===== src/rtl/apb_master_arbiter.sv =====
// Round-robin arbiter sharing one APB3 master port among NREQ requesters,
// one transfer in flight, with forced termination of unacknowledged accesses.
//   state  | meaning
//   IDLE   | no transfer; winner fields latched on exit
//   SETUP  | SETUP phase (psel=1, penable=0) registered on the next edge
//   ACCESS | bus in SETUP then ACCESS; ends on pready or timeout
module apb_master_arbiter #(
  parameter int NREQ    = 4,
  parameter int AW      = 32,
  parameter int DW      = 32,
  parameter int TIMEOUT = 16
) (
  input  logic               pclk,
  input  logic               prst,
  input  logic [NREQ-1:0]    req,
  input  logic [NREQ-1:0]    req_write,
  input  logic [NREQ*AW-1:0] req_addr,
  input  logic [NREQ*DW-1:0] req_wdata,
  output logic [NREQ-1:0]    done,
  output logic [DW-1:0]      rsp_rdata,
  output logic               rsp_err,
  output logic               psel,
  output logic               penable,
  output logic               pwrite,
  output logic [AW-1:0]      paddr,
  output logic [DW-1:0]      pwdata,
  input  logic [DW-1:0]      prdata,
  input  logic               pready,
  input  logic               pslverr
);
  localparam int IW = (NREQ > 1) ? $clog2(NREQ) : 1;
  localparam int TW = $clog2(TIMEOUT + 1);

  typedef enum logic [1:0] {IDLE, SETUP, ACCESS} state_t;
  state_t state, state_nxt;

  logic [IW-1:0]   last_gnt, idx, win, cand;
  logic            win_vld;
  logic [TW-1:0]   to_cnt;
  logic [NREQ-1:0] eligible;
  logic            timeout_hit, finish;
  logic            psel_nxt, penable_nxt, err_nxt;
  logic [NREQ-1:0] done_nxt;
  logic [DW-1:0]   rdata_nxt;

  // A requester whose done is showing is still holding req; skip it this cycle.
  assign eligible = req & ~done;

  always_comb begin
    win     = '0;
    win_vld = 1'b0;
    cand    = '0;
    for (int k = NREQ; k >= 1; k--) begin
      cand = IW'((int'(last_gnt) + k) % NREQ);
      if (eligible[cand]) begin
        win     = cand;
        win_vld = 1'b1;
      end
    end
  end

  // pready is only meaningful once penable is actually on the bus.
  assign timeout_hit = penable && !pready && (to_cnt == TW'(TIMEOUT - 1));
  assign finish      = (state == ACCESS) && penable && (pready || timeout_hit);

  always_ff @(posedge pclk) begin
    if (prst) state <= IDLE;
    else      state <= state_nxt;
  end

  always_comb begin
    state_nxt = state;
    case (state)
      IDLE:    if (win_vld) state_nxt = SETUP;
      SETUP:   state_nxt = ACCESS;
      ACCESS:  if (finish) state_nxt = IDLE;
      default: state_nxt = IDLE;
    endcase
  end

  always_comb begin
    psel_nxt    = 1'b0;
    penable_nxt = 1'b0;
    done_nxt    = '0;
    err_nxt     = 1'b0;
    rdata_nxt   = '0;
    case (state)
      SETUP:  psel_nxt = 1'b1;
      ACCESS: begin
        psel_nxt    = !finish;
        penable_nxt = !finish;
        if (finish) begin
          done_nxt[idx] = 1'b1;
          err_nxt       = pready ? pslverr : 1'b1;
          if (pready && !pwrite) rdata_nxt = prdata;
        end
      end
      default: ;
    endcase
  end

  always_ff @(posedge pclk) begin
    if (prst) begin
      psel      <= 1'b0;
      penable   <= 1'b0;
      done      <= '0;
      rsp_err   <= 1'b0;
      rsp_rdata <= '0;
      pwrite    <= 1'b0;
      paddr     <= '0;
      pwdata    <= '0;
      idx       <= '0;
      last_gnt  <= IW'(NREQ - 1);
      to_cnt    <= '0;
    end else begin
      psel      <= psel_nxt;
      penable   <= penable_nxt;
      done      <= done_nxt;
      rsp_err   <= err_nxt;
      rsp_rdata <= rdata_nxt;
      if (state == IDLE && win_vld) begin
        idx    <= win;
        pwrite <= req_write[win];
        paddr  <= req_addr[int'(win)*AW +: AW];
        pwdata <= req_wdata[int'(win)*DW +: DW];
      end
      if (finish) begin
        last_gnt <= idx;
        to_cnt   <= '0;
      end else if (state == ACCESS && penable && !pready) begin
        to_cnt <= to_cnt + TW'(1);
      end
    end
  end
endmodule


===== config.mk =====
export PLATFORM = sky130hd
export DESIGN_NAME = apb_master_arbiter
export DESIGN_NICKNAME = d
export VERILOG_FILES = /design/src/rtl/apb_master_arbiter.sv
export SDC_FILE = /design/constraint.sdc
export NUM_CORES = 1
export LEC_CHECK = 0
export CORE_AREA = 2 2 155 157
export CTS_CLUSTER_DIAMETER = 50
export DETAILED_ROUTE_END_ITERATION = 12
export DIE_AREA = 0 0 157 159
export GPL_TIMING_DRIVEN = 0
export SETUP_SLACK_MARGIN = 0.3
export SYNTH_ARGS = -nofsm -noshare
export SYNTH_HDL_FRONTEND = slang
export SYNTH_SLANG_ARGS = --single-unit

===== constraint.sdc =====
create_clock -name pclk -period 3.75 [get_ports pclk]
set_clock_uncertainty 0.2 [all_clocks]
set_input_delay 0.375 -clock pclk [delete_from_list [all_inputs] [get_ports pclk]]
set_output_delay 0.375 -clock pclk [all_outputs]
set_load 0.1 [all_outputs]

==> impl_metrics.csv <==
group,metric,value,unit
status,status,"finished, final reports clean",
critical_path,worst-r2r-setup-slack,1.16,ns
timing,slew_violations,0,
placed_design,place_area,10200,um2
routing,drt-initial-drc-count,201,
grt,antenna_found_initial,2,
cts,clk_root_buffer_cell,"clkbuf_16",
cts,htreeDepth,4,
floorplanning,die_h,159,um
timing,hold_viol,0,
synth,yosys_register_bits,115,
grt,gr-total-overflow,0,
flow_run,maxCapViolCount,0,
floorplanning,initial_core_util,0.249,
routing,vias,5707,
grt,grtUsageTotal,0.191,
cts,cts_hold_buffers,0,
cts,clock_path_buffers,2,
critical_path,worstPathCellList,"clkdlybuf4s50_1",
worst_hold_path,hp-start,"prst",
routing,wl_per_cell,18.9,um
layout,fin_nets,1251,
timing,grt_setup_unrepaired,"false",
critical_path,arrival,2.04,ns
layout,layout-drive-gt1-share,0.114,
critical_path,path_buf_inv,1,
critical_path,end_kind,"primary output",
placed_design,io_buffers,402,
routing,routed_wirelength,24200,um
timing,post-route-period-util,0.697,
timing,slew_headroom,0.300,
cts,cts_buffers,17,
critical_path,max_stage_delay,1.20,ns
critical_path,worstSetupStartpointType,"flop",
layout,multi_input_area,3050,um2
synth,netlist_area,5760,um2
critical_path,path_class,"flop to primary output",
critical_path,crit_path_max_fanout,3,
layout,stdcell_area,10800,um2
routing,drc,0,
timing,setup_viol,0,
layout,regArea,2300,um2
critical_path,critPathSlowestCell,"clkdlybuf4s50_1",
layout,layout_commonest_cell,"clkdlybuf4s50_1",
timing,tns,0,ns
pwr,peakVddDrop,269,uV
routing,final_antenna_net_count,0,
worst_hold_path,hold_class,"input pin to flop",
grt,grt_max_degree,17,
placed_design,gp_congestion,0.788,
critical_path,r2r-start,"to_cnt[0]$_SDFFE_PP0P_",
timing,worst_pin_slew,1.05,ns
floorplanning,ios,404,
cts,clk_latency,0.42,ns
cts,tritoncts,"done",
pwr,p_per_area,479,nW/um2
layout,mostFrequentLayoutCells,"clkdlybuf4s50_1 (402), mux2i_1 (132), dfxtp_1 (115)",
floorplanning,rows,56,
grt,grt_pass1_wl,35600,um
cts,clk_pin_slew,0.06,ns
timing,fin_crit,2.62,ns
layout,fillers,2228,
synth,seq_area_frac_synth,0.399,
floorplanning,dieArea,25000,um2
pwr,power_leakage,4.39,nW
cts,post_cts_buffers,0,
routing,first_pass_iters,4,
synth,synth_cells,524,
routing,vias_per_cell,4.46,
synth,synth.net_count,830,
timing,max_freq,0.382,GHz
grt,grt_pass1_vias,6102,
floorplanning,die_w,157,um
layout,area_growth_syn_to_layout,86.7,%
placed_design,hpwl,19200,um
critical_path,cp.required,3.17,ns
synth,syn_avg_cell_area,11.0,um2
cts,cts_resized,0,
floorplanning,coreArea,23200,um2
critical_path,worstSetupStartpoint,"pwrite$_SDFFE_PP0P_",
critical_path,path_delay_family,"buffers and inverters",
synth,yosys_warnings,0,
cts,cts_sinks,115,
synth,synth_cell_types,40,
sequential cells by signal, indices dropped and copies added, names as in the netlist, 2 cells and up:
signal     cells
done           4
idx            2
last_gnt       2
paddr         32
pwdata        32
rsp_rdata     32
state          2
to_cnt         5
worst register-to-register path, cell delays in order (launching register included):
cell	delay [ns]
dfxtp_1	0.37
ha_1	0.17
and3_1	0.16
ha_1	0.16
o211ai_2	0.17
nand2b_1	0.31
nor3_2	0.41
clkbuf_1	0.34
and2_1	0.24
per-layer routing:
| layer | vias up | track usage | share of wire |
|---|---|---|---|
| met4 | 0 | 0.0696 | 0.023 |
| li1 | 2782 | - | - |
| met5 | - | 0 | 0 |
| met1 | 2612 | 0.202 | 0.38 |
| met3 | 35 | 0.0784 | 0.11 |
| met2 | 278 | 0.336 | 0.49 |
Yosys cell counts, drive strengths merged:
library cell  count  area share
nor3b             1      0.0013
and2b             1      0.0013
nand2b            3      0.0059
nor3              6      0.0061
o21ai             3      0.0033
o32ai             1      0.0015
nor2b             3      0.0072
o221a             1      0.0020
o211ai            3      0.0048
and2             32       0.035
or4               1      0.0020
xor2              2      0.0030
buf              30       0.059
a21oi             7      0.0074
ha                6       0.013
inv               9      0.0059
nand4             1      0.0011
o221ai           67        0.14
clkbuf            9      0.0078
nand2            73       0.048
and3              2      0.0022
xnor2             1      0.0015
nor2             10      0.0069
dfxtp           115        0.40
mux2i           132        0.23
a211oi            4      0.0052
o41ai             1      0.0048
stage by stage:
stage	worst slack, ns	hold WS (ns)	utilization	instances	power (mW)
after CTS	1.08	0.113	0.464	1277	5.23
after floorplan	1.10	0.222	-	524	2.85
final	1.13	0.137	0.464	1279	5.15
after global placement	0.847	0.243	0.439	1245	3.58
after global routing	0.907	0.143	0.464	1279	5.36
after detailed placement	0.825	0.246	0.439	1245	3.58
area by class of cell:
class                           count  share of cell area
Multi-Input combinational cell    361               0.283
Clock inverter                     14              0.0131
Sequential cell                   115               0.214
Clock buffer                       18              0.0399
Inverter                            9             0.00314
Timing Repair Buffer              402               0.374
Tap cell                          319              0.0371
Antenna cell                        2            0.000465
Buffer                             39              0.0356
power by group:
group / internal, mW / leakage [nW] / switching (mW)
clock: 0.932 / 0.273 / 0.681
sequential: 1.36 / 0.941 / 0.0738
combinational: 0.739 / 3.17 / 1.37
total: 3.03 / 4.39 / 2.12
worst paths after layout:
path / depth (start not counted) / to
max: 1 / pwrite
min reg2reg: 1 / done[2]$_SDFF_PP0_
max reg2reg: 8 / rsp_rdata[11]$_SDFF_PP0_
min: 2 / idx[1]$_SDFFE_PP0P_
cells by family (layout without fill, tap and decap cells):
group                    after synthesis  in the layout  synth area share
AO/OA/AOI/OAI                         87             87             0.165
buffers and inverters                 48            482            0.0723
flip-flops                           115            115             0.399
multiplexers                         132            132             0.229
XOR/XNOR                               3              3           0.00456
adder cells (fa/ha/maj)                6              6            0.0130
AND/OR/NAND/NOR                      133            133             0.116
other                                  0              2                 0
Power figures use the tool's default switching activity.
